`config.mk`:
```
export PLATFORM = sky130hd
export DESIGN_NAME = mem_lsu
export DESIGN_NICKNAME = d
export VERILOG_FILES = /design/src/rtl/mem_lsu.sv
export SDC_FILE = /design/constraint.sdc
export NUM_CORES = 1
export LEC_CHECK = 0
export BUFFER_PORTS_ARGS = -buffer_cell sky130_fd_sc_hd__buf_4
export CAP_MARGIN = 20
export CORE_MARGIN = 2
export CORE_UTILIZATION = 48
export CTS_CLUSTER_SIZE = 40
export DETAILED_ROUTE_END_ITERATION = 6
export MAX_ROUTING_LAYER = met4
export PLACE_DENSITY = 0.85
export SETUP_SLACK_MARGIN = 0.5
export SYNTH_ARGS = -nofsm -noshare
export SYNTH_HDL_FRONTEND = slang
export SYNTH_SLANG_ARGS = --single-unit
export TNS_END_PERCENT = 10
```
`constraint.sdc`:
```
create_clock -name i_clk -period 2.2 [get_ports i_clk]
set_input_delay 0.11 -clock i_clk [delete_from_list [all_inputs] [get_ports i_clk]]
set_output_delay 0.11 -clock i_clk [all_outputs]
set_load 0.01 [all_outputs]
```
`src/rtl/mem_lsu.sv`:
```
// MEM-stage load/store unit: decodes size/sign, checks alignment, runs a
// req/ack data-memory access and returns extended load data to MEM/WB.
//
// Ports:
//   i_clk, i_reset (async, active-low)
//   pipeline side : i_flush, i_insn_vld, i_mem_ren, i_mem_wren, i_instr,
//                   i_alu_data (byte address), i_rs2_data (store data)
//   memory side   : o_dmem_req/we/addr/be/wdata, i_dmem_ack, i_dmem_rdata
//   results       : o_ld_data, o_stall, o_done, o_misaligned, o_bus_err
module mem_lsu #(
    parameter int P_TIMEOUT = 16
) (
    input  logic        i_clk,
    input  logic        i_reset,
    input  logic        i_flush,
    input  logic        i_insn_vld,
    input  logic        i_mem_ren,
    input  logic        i_mem_wren,
    input  logic [31:0] i_instr,
    input  logic [31:0] i_alu_data,
    input  logic [31:0] i_rs2_data,
    input  logic        i_dmem_ack,
    input  logic [31:0] i_dmem_rdata,
    output logic        o_dmem_req,
    output logic        o_dmem_we,
    output logic [31:0] o_dmem_addr,
    output logic [3:0]  o_dmem_be,
    output logic [31:0] o_dmem_wdata,
    output logic [31:0] o_ld_data,
    output logic        o_stall,
    output logic        o_done,
    output logic        o_misaligned,
    output logic        o_bus_err
);

    typedef enum logic [1:0] {
        S_IDLE,
        S_WAIT,
        S_DONE
    } state_t;

    localparam logic [7:0] TMO_LAST = 8'(P_TIMEOUT - 1);

    state_t      state;
    logic [7:0]  cnt;
    logic [1:0]  sz_q;
    logic [1:0]  off_q;
    logic        sgn_q;

    logic [2:0]  f3;
    logic        is_b;
    logic        is_h;
    logic        is_w;
    logic        memop;
    logic        mis;
    logic        acc;
    logic [3:0]  be_c;
    logic [31:0] wdata_c;

    logic unused_bits;
    assign unused_bits = ^{i_instr[31:15], i_instr[11:0]};

    assign f3    = i_instr[14:12];
    assign is_b  = (f3[1:0] == 2'b00);
    assign is_h  = (f3[1:0] == 2'b01);
    assign is_w  = f3[1];
    assign memop = i_insn_vld & (i_mem_ren | i_mem_wren) & ~i_flush;
    assign mis   = (is_h & i_alu_data[0]) |
                   (is_w & (|i_alu_data[1:0]));
    assign acc   = memop & ~mis;

    assign o_misaligned = memop & mis;

    always_comb begin
        be_c    = 4'b1111;
        wdata_c = i_rs2_data;
        unique case (1'b1)
            is_b: begin
                be_c    = 4'b0001 << i_alu_data[1:0];
                wdata_c = {4{i_rs2_data[7:0]}};
            end
            is_h: begin
                be_c    = 4'b0011 << i_alu_data[1:0];
                wdata_c = {2{i_rs2_data[15:0]}};
            end
            is_w: begin
                be_c    = 4'b1111;
                wdata_c = i_rs2_data;
            end
            default: ;
        endcase
    end

    // Reset gates stall so an abandoned access releases the pipe at once.
    always_comb begin
        o_stall = 1'b0;
        unique case (state)
            S_IDLE:  o_stall = acc;
            S_WAIT:  o_stall = 1'b1;
            default: o_stall = 1'b0;
        endcase
        o_stall = o_stall & i_reset;
    end

    function automatic logic [31:0] extract(
        input logic [31:0] rd,
        input logic [1:0]  off,
        input logic [1:0]  sz,
        input logic        sgn
    );
        logic [31:0] w;
        w = rd >> {off, 3'b000};
        if (sz == 2'b00)
            extract = {{24{sgn & w[7]}}, w[7:0]};
        else if (sz == 2'b01)
            extract = {{16{sgn & w[15]}}, w[15:0]};
        else
            extract = w;
    endfunction

    always_ff @(posedge i_clk or negedge i_reset) begin
        if (!i_reset) begin
            state        <= S_IDLE;
            cnt          <= '0;
            sz_q         <= '0;
            off_q        <= '0;
            sgn_q        <= 1'b0;
            o_dmem_req   <= 1'b0;
            o_dmem_we    <= 1'b0;
            o_dmem_addr  <= '0;
            o_dmem_be    <= '0;
            o_dmem_wdata <= '0;
            o_ld_data    <= '0;
            o_done       <= 1'b0;
            o_bus_err    <= 1'b0;
        end else begin
            o_done    <= 1'b0;
            o_bus_err <= 1'b0;
            unique case (state)
                S_IDLE: begin
                    if (acc) begin
                        o_dmem_req   <= 1'b1;
                        o_dmem_we    <= i_mem_wren;
                        o_dmem_addr  <= {i_alu_data[31:2], 2'b00};
                        o_dmem_be    <= be_c;
                        o_dmem_wdata <= wdata_c;
                        sz_q         <= f3[1:0];
                        sgn_q        <= ~f3[2];
                        off_q        <= i_alu_data[1:0];
                        cnt          <= '0;
                        state        <= S_WAIT;
                    end
                end
                S_WAIT: begin
                    if (i_dmem_ack) begin
                        if (!o_dmem_we)
                            o_ld_data <= extract(i_dmem_rdata, off_q,
                                                 sz_q, sgn_q);
                        o_dmem_req <= 1'b0;
                        o_done     <= 1'b1;
                        state      <= S_DONE;
                    end else if (cnt == TMO_LAST) begin
                        o_ld_data  <= '0;
                        o_dmem_req <= 1'b0;
                        o_done     <= 1'b1;
                        o_bus_err  <= 1'b1;
                        state      <= S_DONE;
                    end else begin
                        cnt <= cnt + 8'd1;
                    end
                end
                default: begin
                    state <= S_IDLE;
                end
            endcase
        end
    end

endmodule
```
* Word level (Yosys, flattened, before mapping)
Index checks and enable logic that the tools add are counted.
** Storage, ports and cells
- Flip-flop bits (word level) :: 117
- Logic and storage cells :: 76
** Cells by class
- $add $sub $neg :: 1
- Eq/ne operators :: 9
- Shifts and indexed selects :: 3
- Mux-type cells :: 25
- Bitwise logic cells :: 14
- Reduce and logical (&&, ||, !) cells :: 11
** Operator list (count)
- 32-bit 2-to-1 mux :: 5
- 32-bit case mux with 2 select lines :: 1
- 32-bit by 5-bit right shift with 32-bit output :: 1
- 8-bit 2-to-1 mux :: 3
- 8-bit case mux with 2 select lines :: 1
- 1-bit AND :: 9
- 8-bit by 1-bit adder with 8-bit output, second input constant :: 1
- 8-bit by 4-bit equality test with 1-bit output, second input constant :: 1
- 1-bit 2-to-1 mux :: 8
- 2-bit != test, second input constant :: 4
- 4-bit case mux with 2 select lines :: 1
- 2-bit by 1-bit equality test with 1-bit output, second input constant :: 3
- 2-bit zero test :: 3
- 2-bit 2-to-1 mux :: 3
- 3-bit AND reduction :: 2
- 1-bit case mux with 2 select lines :: 2
- 2-bit case mux with 2 select lines :: 1
- 2-bit AND reduction :: 2
- 4-bit AND reduction :: 1
- 2-bit nonzero test :: 2
- 1-bit by 2-bit left shift with 4-bit output, first input constant :: 1
- 2-bit by 2-bit left shift with 4-bit output, first input constant :: 1
- 3-bit != test, second input constant :: 1
- 1-bit NOT :: 3
- other kinds (2) :: 3

* Depth between registers and ports, before layout
Gate-level depths: netlist of run 1.
- Word-level depth :: 7
- Gate-level depth with buffers :: 7
- Mapped depth without buffers :: 6

* Worst setup path before layout of run 1
OpenSTA, ideal clock, no wires.
- Kind :: reg-to-reg
- Start point :: reg cnt[4]
- End point :: reg o_ld_data[23]
- Library setup time :: 0.121 ns
- Arrival :: 1.531 ns
- Required time :: 2.079 ns
- Setup slack :: 0.548 ns
- Stages on the path, launching flop included :: 6
- Buffers on the path :: 1
- Period minus slack after synthesis :: 1.652 ns
- Cells stage by stage :: dfrtp_1 > or4_4 > nor3_2 > o21ai_2 > buf_6 > a22o_1
** Between the ends
- Word-level cells in the longest chain between the ends :: 3
** RTL lines
- start: declaration :: line 45 : logic [7:0] cnt;
- start signal: assignment :: line 169 : cnt <= cnt + 8'd1;
- 8-bit by 4-bit equality test with 1-bit output :: line 162 : end else if (cnt == TMO_LAST) begin
- 2-bit nonzero test (no source line)
- 3-bit AND reduction (no source line)
- end signal: assignment :: line 157 : o_ld_data <= extract(i_dmem_rdata, off_q,
- end: declaration :: line 29 : output logic [31:0] o_ld_data,
Every way passes these cells.
A chain may end at the register's enable or synchronous reset.

* Final worst setup path of run 1
- Start point :: reg cnt[4]
- End point :: reg o_ld_data[17]
Same word-level chain as after synthesis.

==> impl_metrics.yaml, run 1 <==
critical_path:
  cp.arrival_ns: 2.08
  crit_fanout: 20
  endpoint_kind: "flip-flop"
  worstSetupStartpointType: "flip-flop"
  worst-setup-path-type: "reg -> reg"
  crit_required_ns: 2.48
clocking:
  htreeDepth: 4
  cts_root_buf: "clkbuf_16"
  path_clk_slew_ns: 0.06
  cts_buffer_depth: 2
  cts.sinks: 117
  cts_tree: "yes"
  cts_buffers: 17
  clock_latency_ns: 0.41
job:
  drv_cap: 0
logic_synthesis:
  syn_area_mm2: 0.005519
  async_flop_share_pct: 100.0
  ys_types: 46
  synthCells: 594
  yosysWarnings: 0
  yosysSeqAreaShare_pct: 53.05
  synth-seq-cells: 117
  synth.avg_cell_area_um2: 9.291
  synth-edff-count: 0
  ys.flop_type: "dfrtp_1"
detailed_routing:
  via_count: 5437
  drc: 0
  wl_per_cell_um: 17.30
  ant_nets: 0
  dr.pass1.iters: 5
  first_iter_violations: 463
  routed_wl_mm: 17.38
  vias_per_cell: 5.410
timing:
  setup_ws_ns: 0.4059
  worst_pin_slew_ns: 0.6199
  slew_viol_final: 0
  slew_headroom_pct: 58.67
  fmax_mhz: 557.4
  period_share_pct: 81.55
  rsz0062_at_grt: "true"
  hold_violations: 0
  post-route-min-period_ns: 1.794
  fin_setup_tns_ns: 0
  skew_ns: 0.01387
  setup-violations-final: 0
placement:
  port-buffer-count: 209
  gp_congestion: 0.9163
  place_ws_ns: 0.3499
  dp_hpwl_mm: 10.94
global_routing:
  grtUsageTotal_pct: 29.34
  overflow: 0
  grt_start_max_net_pins: 117
  grt_pass1_vias: 5539
  grt_pass1_wl_mm: 28.03
  antenna_found_initial: 0
pwr:
  p_leak_nw: 4.226
  power_density_mw_per_mm2: 1059
  vdd_ir_drop_max_v: 0.0007075
  total_power_w: 0.008901
layout:
  final_core_util_pct: 74.27
  nNetsFinal: 985
  drive_gt1_share_pct: 33.41
  fill_cells: 763
  layout_commonest_cell: "buf_4"
  area_growth_pct: 52.35
  antennaDiodeCount: 0
  multi_input_area_mm2: 0.002430
  regArea_mm2: 0.002932
  layout_common_cells: "221 x buf_4, 203 x nand2_1, 114 x dfrtp_1, 59 x o21ai_0, 49 x dlygate4sd3_1"
floorplanning:
  start_util_pct: 48.75
  io_pins: 241
  fp.dieW_um: 111.2
  rows: 39
  fp.dieH_um: 111.2
  die_area_mm2: 0.01237
  core_area_mm2: 0.01132
outcome:
  status: "finished, final reports clean"
hold_path:
  hold_path.class: "in -> reg"
-- per-layer routing --
metal  global-route usage [%]  up-vias  routed length (µm)
met5                        -        -                   0
met2                    47.28      308                8673
met1                    35.50     2598                6829
li1                         -     2496                   -
met3                    8.475       35                1464
met4                    10.45        0                 416
-- power breakdown --
| part | leakage (nW) | switching, W | internal, W |
|---|---|---|---|
| combinational | 2.45 | 0.00139 | 0.00142 |
| clock | 0.289 | 0.000978 | 0.00189 |
| sequential | 1.48 | 0.000430 | 0.00279 |
-- cell usage after synthesis (4+ instances only) --
library cell	count	area share (%)
nand2_1	204	14
mux2_2	7	1.4
a21oi_1	12	1.1
a22o_1	16	2.5
o211ai_1	8	1.1
nor2_1	30	2.0
a211oi_1	7	0.95
dfrtp_1	117	53
clkbuf_1	17	1.2
o21ai_0	60	5.4
inv_1	4	0.27
nand3_1	6	0.54
mux2i_1	42	7.6
buf_2	14	1.3
-- cell type report --
| cell class | count | share of cell area [%] |
|---|---|---|
| clock buffer | 19 | 5.149 |
| clock inverter | 13 | 2.173 |
| inverter | 4 | 0.1786 |
| multi-input combinational | 435 | 28.90 |
| sequential | 117 | 34.87 |
| tap | 143 | 2.128 |
| timing repair buffer | 274 | 26.61 |
-- metrics by stage --
| stage | instances | hold slack, ns | area, µm² |
|---|---|---|---|
| after floorplan | 595 | -0.1856 | 5523 |
| after global placement | 918 | -0.07921 | 7164 |
| after detailed placement | 918 | -0.07704 | 7164 |
| after CTS | 1005 | 0.001971 | 8382 |
| after global routing | 1005 | 0.009133 | 8408 |
| final | 1005 | 0.004444 | 8408 |
-- kinds of logic (layout without fill, tap and decap cells) --
group | Yosys count | count (layout) | share of synthesized area (%)
AO/OA/AOI/OAI | 110 | 110 | 12.22
XOR/XNOR | 4 | 4 | 0.6349
adder cells (fa/ha/maj) | 1 | 1 | 0.2267
buffers and inverters | 43 | 310 | 3.854
flip-flops | 117 | 117 | 53.05
multiplexers | 49 | 49 | 9.046
other | 1 | 2 | 0.06795
AND/OR/NAND/NOR | 269 | 269 | 20.90
-- sequential cells by signal, summed over array words and instances, names as in the netlist --
signal	flops
cnt	8
state	2
o_bus_err	1
o_dmem_be	4
o_dmem_we	1
o_dmem_req	1
o_done	1
sgn_q	1
o_ld_data	32
sz_q	2
off_q	2
o_dmem_wdata	32
o_dmem_addr	30
-- repair_timing --
item,CTS,global route
endpoints found under the hold margin,165,0
setup endpoints to repair,81,87
resized for setup,8,10
pin swaps,3,4
hold buffers,49,0
cloned,1,0
buffers inserted,5,0
-- critical path: stages, from the launching register on --
cell and delay [ns]:
dfrtp_1 0.38, or4_4 0.58, nor3_4 0.13, o21ai_2 0.13, buf_12 0.19, a22o_1 0.24
-- path summary, 6_finish.rpt --
| check | from | end | slack [ns] | depth (start not counted) |
|---|---|---|---|---|
| max in group asynchronous | i_reset | off_q[0] | 1.27 | 3 |
| worst max register to register | cnt[4] | o_ld_data[17] | 0.41 | 5 |
| worst min-delay path | i_rs2_data[22] | o_dmem_wdata[22] | 0.004 | 3 |
| worst max-delay path | cnt[4] | o_ld_data[17] | 0.41 | 5 |
| worst min register to register | o_dmem_addr[23] | o_dmem_addr[23] | 0.48 | 2 |
| min in group asynchronous | i_reset | state[0] | 0.10 | 2 |
No activity file was read; power rests on OpenSTA's default activity.
==> inputs of run 2 (changes only) <==
Settings changed: ABC_AREA set to 1, PLACE_DENSITY 0.85 to 0.84.
Clock period 2.2 ns to 1.7 ns, I/O delays scaled along.
==> impl_metrics.yaml, run 2 <==
logic_synthesis:
  synthCells: 732
  yosysWarnings: 0
  ys.flop_type: "dfrtp_1"
  ys_types: 34
  ys_top_cells_by_count: "358 x nand2_1, 117 x dfrtp_1, 50 x o21ai_0"
  yosysSeqAreaShare_pct: 51.60
  syn_area_mm2: 0.005674
  synth-edff-count: 0
  synth-seq-cells: 117
  synth_top_area_share_pct: 51.60
  yosysTopAreaCell: "dfrtp_1"
  synthTopCellsByArea: "dfrtp_1 52%, nand2_1 24%, o21ai_0 4.4%"
  synth.avg_cell_area_um2: 7.752
  yosysMostFrequentCell: "nand2_1"
  async_flop_share_pct: 100.0
clocking:
  cts_tree: "yes"
  clock_latency_ns: 0.42
  cts_root_buf: "clkbuf_16"
  path_clk_slew_ns: 0.07
  htreeDepth: 4
  cts.sinks: 117
  cts_buffers: 17
  cts_buffer_depth: 2
layout:
  layout_common_cells: "307 x nand2_1, 228 x buf_4, 117 x dfrtp_1, 65 x dlygate4sd3_1, 36 x o21ai_0"
  nNetsFinal: 1151
  fill_cells: 705
  final_cells: 1172
  final_area_mm2: 0.009056
  reg_top3: "o_dmem_wdata (32), o_ld_data (32), o_dmem_addr (30)"
  area_growth_pct: 59.60
  drive_gt1_share_pct: 34.24
  layout_commonest_cell: "nand2_1"
outcome:
  violations: "hold timing"
  status: "complete, but fails checks"
floorplanning:
  io_pins: 241
  fp.dieW_um: 112.7
  fp.dieH_um: 112.7
  rows: 39
  die_area_mm2: 0.01271
  core_area_mm2: 0.01147
  start_util_pct: 49.48
detailed_routing:
  via_count: 6437
  wl_per_cell_um: 17.67
  drc: 0
  first_iter_violations: 570
  dr.pass1.iters: 5
  vias_per_cell: 5.492
  ant_nets: 0
  routed_wl_mm: 20.71
placement:
  dp_hpwl_mm: 11.26
  dpl.cell_count: 1061
  place_ws_ns: 0.08657
  placed_area_mm2: 0.007356
  port-buffer-count: 209
  gp_congestion: 0.8675
global_routing:
  grt_start_max_net_pins: 118
  met3_usage_pct: 7.392
  use_met1_pct: 36.83
  busiest_layer: "met2"
  overflow: 0
  grt_pass1_wl_mm: 31.73
  grt_pass1_vias: 6381
  grtUsageTotal_pct: 33.01
  antenna_found_initial: 1
  use_met2_pct: 54.49
critical_path:
  cp_slowest_cell: "dfrtp_1"
  worst-setup-path-type: "reg -> reg"
  endpoint_kind: "flip-flop"
  critPathMostFrequentCell: "nand2_1"
  cp.arrival_ns: 1.98
  crit_fanout: 23
  slowest_delay_ns: 0.38
  worstSetupStartpointType: "flip-flop"
  cp_cell_sequence: "or2_4, nor2_4, nand2_4, buf_4, inv_4, clkbuf_16, nand2_1, nand2_1"
  crit_required_ns: 2.04
timing:
  fin_setup_tns_ns: 0
  setup-violations-final: 0
  fmax_mhz: 610.3
  slew_viol_final: 0
  setup_ws_ns: 0.06143
  skew_ns: 0.01349
  period_share_pct: 96.39
  slew_headroom_pct: 56.83
  rsz0062_at_grt: "true"
  whs_ns: -0.0006953
  worst_pin_slew_ns: 0.6476
  post-route-min-period_ns: 1.639
  hold_violations: 1
pwr:
  vdd_ir_drop_max_v: 0.0009872
  p_leak_nw: 4.827
  power_density_mw_per_mm2: 1311
job:
  drv_cap: 0
hold_path:
  hold_path.class: "in -> reg"
[run 2: cell types whose count changed after synthesis, moves of 15 or more]
cell     previous run  this run
a22o_1             16         0
inv_1               4        22
mux2i_1            42         0
nand2_1           204       358
nand3_1             6        23
nand4_1             2        17
[run 2: power breakdown]
| part | internal, W | switching [W] | leakage, nW |
|---|---|---|---|
| Sequential | 0.00358 | 0.000685 | 1.49 |
| Clock | 0.00225 | 0.00139 | 0.283 |
| Combinational | 0.00190 | 0.00206 | 3.05 |
[run 2: path summary, 6_finish.rpt]
path | cells after the start | from | slack [ns] | endpoint
setup / recovery | 8 | state[1] | 0.06 | o_dmem_wdata[18]
hold / removal | 3 | i_rs2_data[15] | -0.0007 | o_dmem_wdata[15]
setup reg to reg | 8 | state[1] | 0.06 | o_dmem_wdata[18]
hold reg to reg | 2 | o_ld_data[20] | 0.48 | o_ld_data[20]
max in group asynchronous | 3 | i_reset | 0.88 | o_ld_data[21]
min in group asynchronous | 3 | i_reset | 0.32 | o_ld_data[6]
[run 2: cell type report]
| cell class | count | area (µm²) | share of cell area [%] |
|---|---|---|---|
| sequential | 117 | 2928 | 32.33 |
| multi-input combinational | 546 | 2666 | 29.44 |
| timing repair buffer | 304 | 2566 | 28.34 |
| clock buffer | 19 | 452.9 | 5.001 |
| tap | 143 | 178.9 | 1.976 |
| clock inverter | 13 | 147.6 | 1.630 |
| inverter | 29 | 113.9 | 1.257 |
| antenna | 1 | 2.502 | 0.02763 |
[run 2: cell families after synthesis]
group	synth area share, %
buf+inv	6.791
flops	51.60
xor+xnor	0.1544
simple gates	31.78
compound gates	9.394
other cells	0.06609
fa+ha+maj	0.2205
[run 2: critical path: cells and delay by family (launching register included)]
| kind | cells | cell delay (ns) |
|---|---|---|
| and+or+nand+nor | 5 | 0.67 |
| buffers and inverters | 3 | 0.52 |
| DFF | 1 | 0.38 |
[run 2: per-stage QoR]
step	total power (W)	util [%]
2_1_floorplan	0.005721	-
3_3_place_gp	0.007472	64.15
3_5_place_dp	0.007573	64.15
4_1_cts	0.01139	76.26
5_1_grt	0.01246	78.97
6_report	0.01187	78.97
[run 2: layer usage]
| layer | vias up | wire (µm) |
|---|---|---|
| met5 | - | 0 |
| met4 | 0 | 1364 |
| met3 | 108 | 1743 |
| met2 | 418 | 10430 |
| met1 | 2996 | 7173 |
| li1 | 2915 | - |
[run 2: repair_timing]
| item | 4_1_cts | 5_1_grt |
|---|---|---|
| setup buffers | 8 | 1 |
| hold endpoints to repair | 182 | 0 |
| hold buffers | 66 | 0 |
| gates resized for setup | 9 | 97 |
| cloned | 2 | 1 |
| endpoints found under the setup margin | 112 | 117 |
| pin swaps | 3 | 56 |
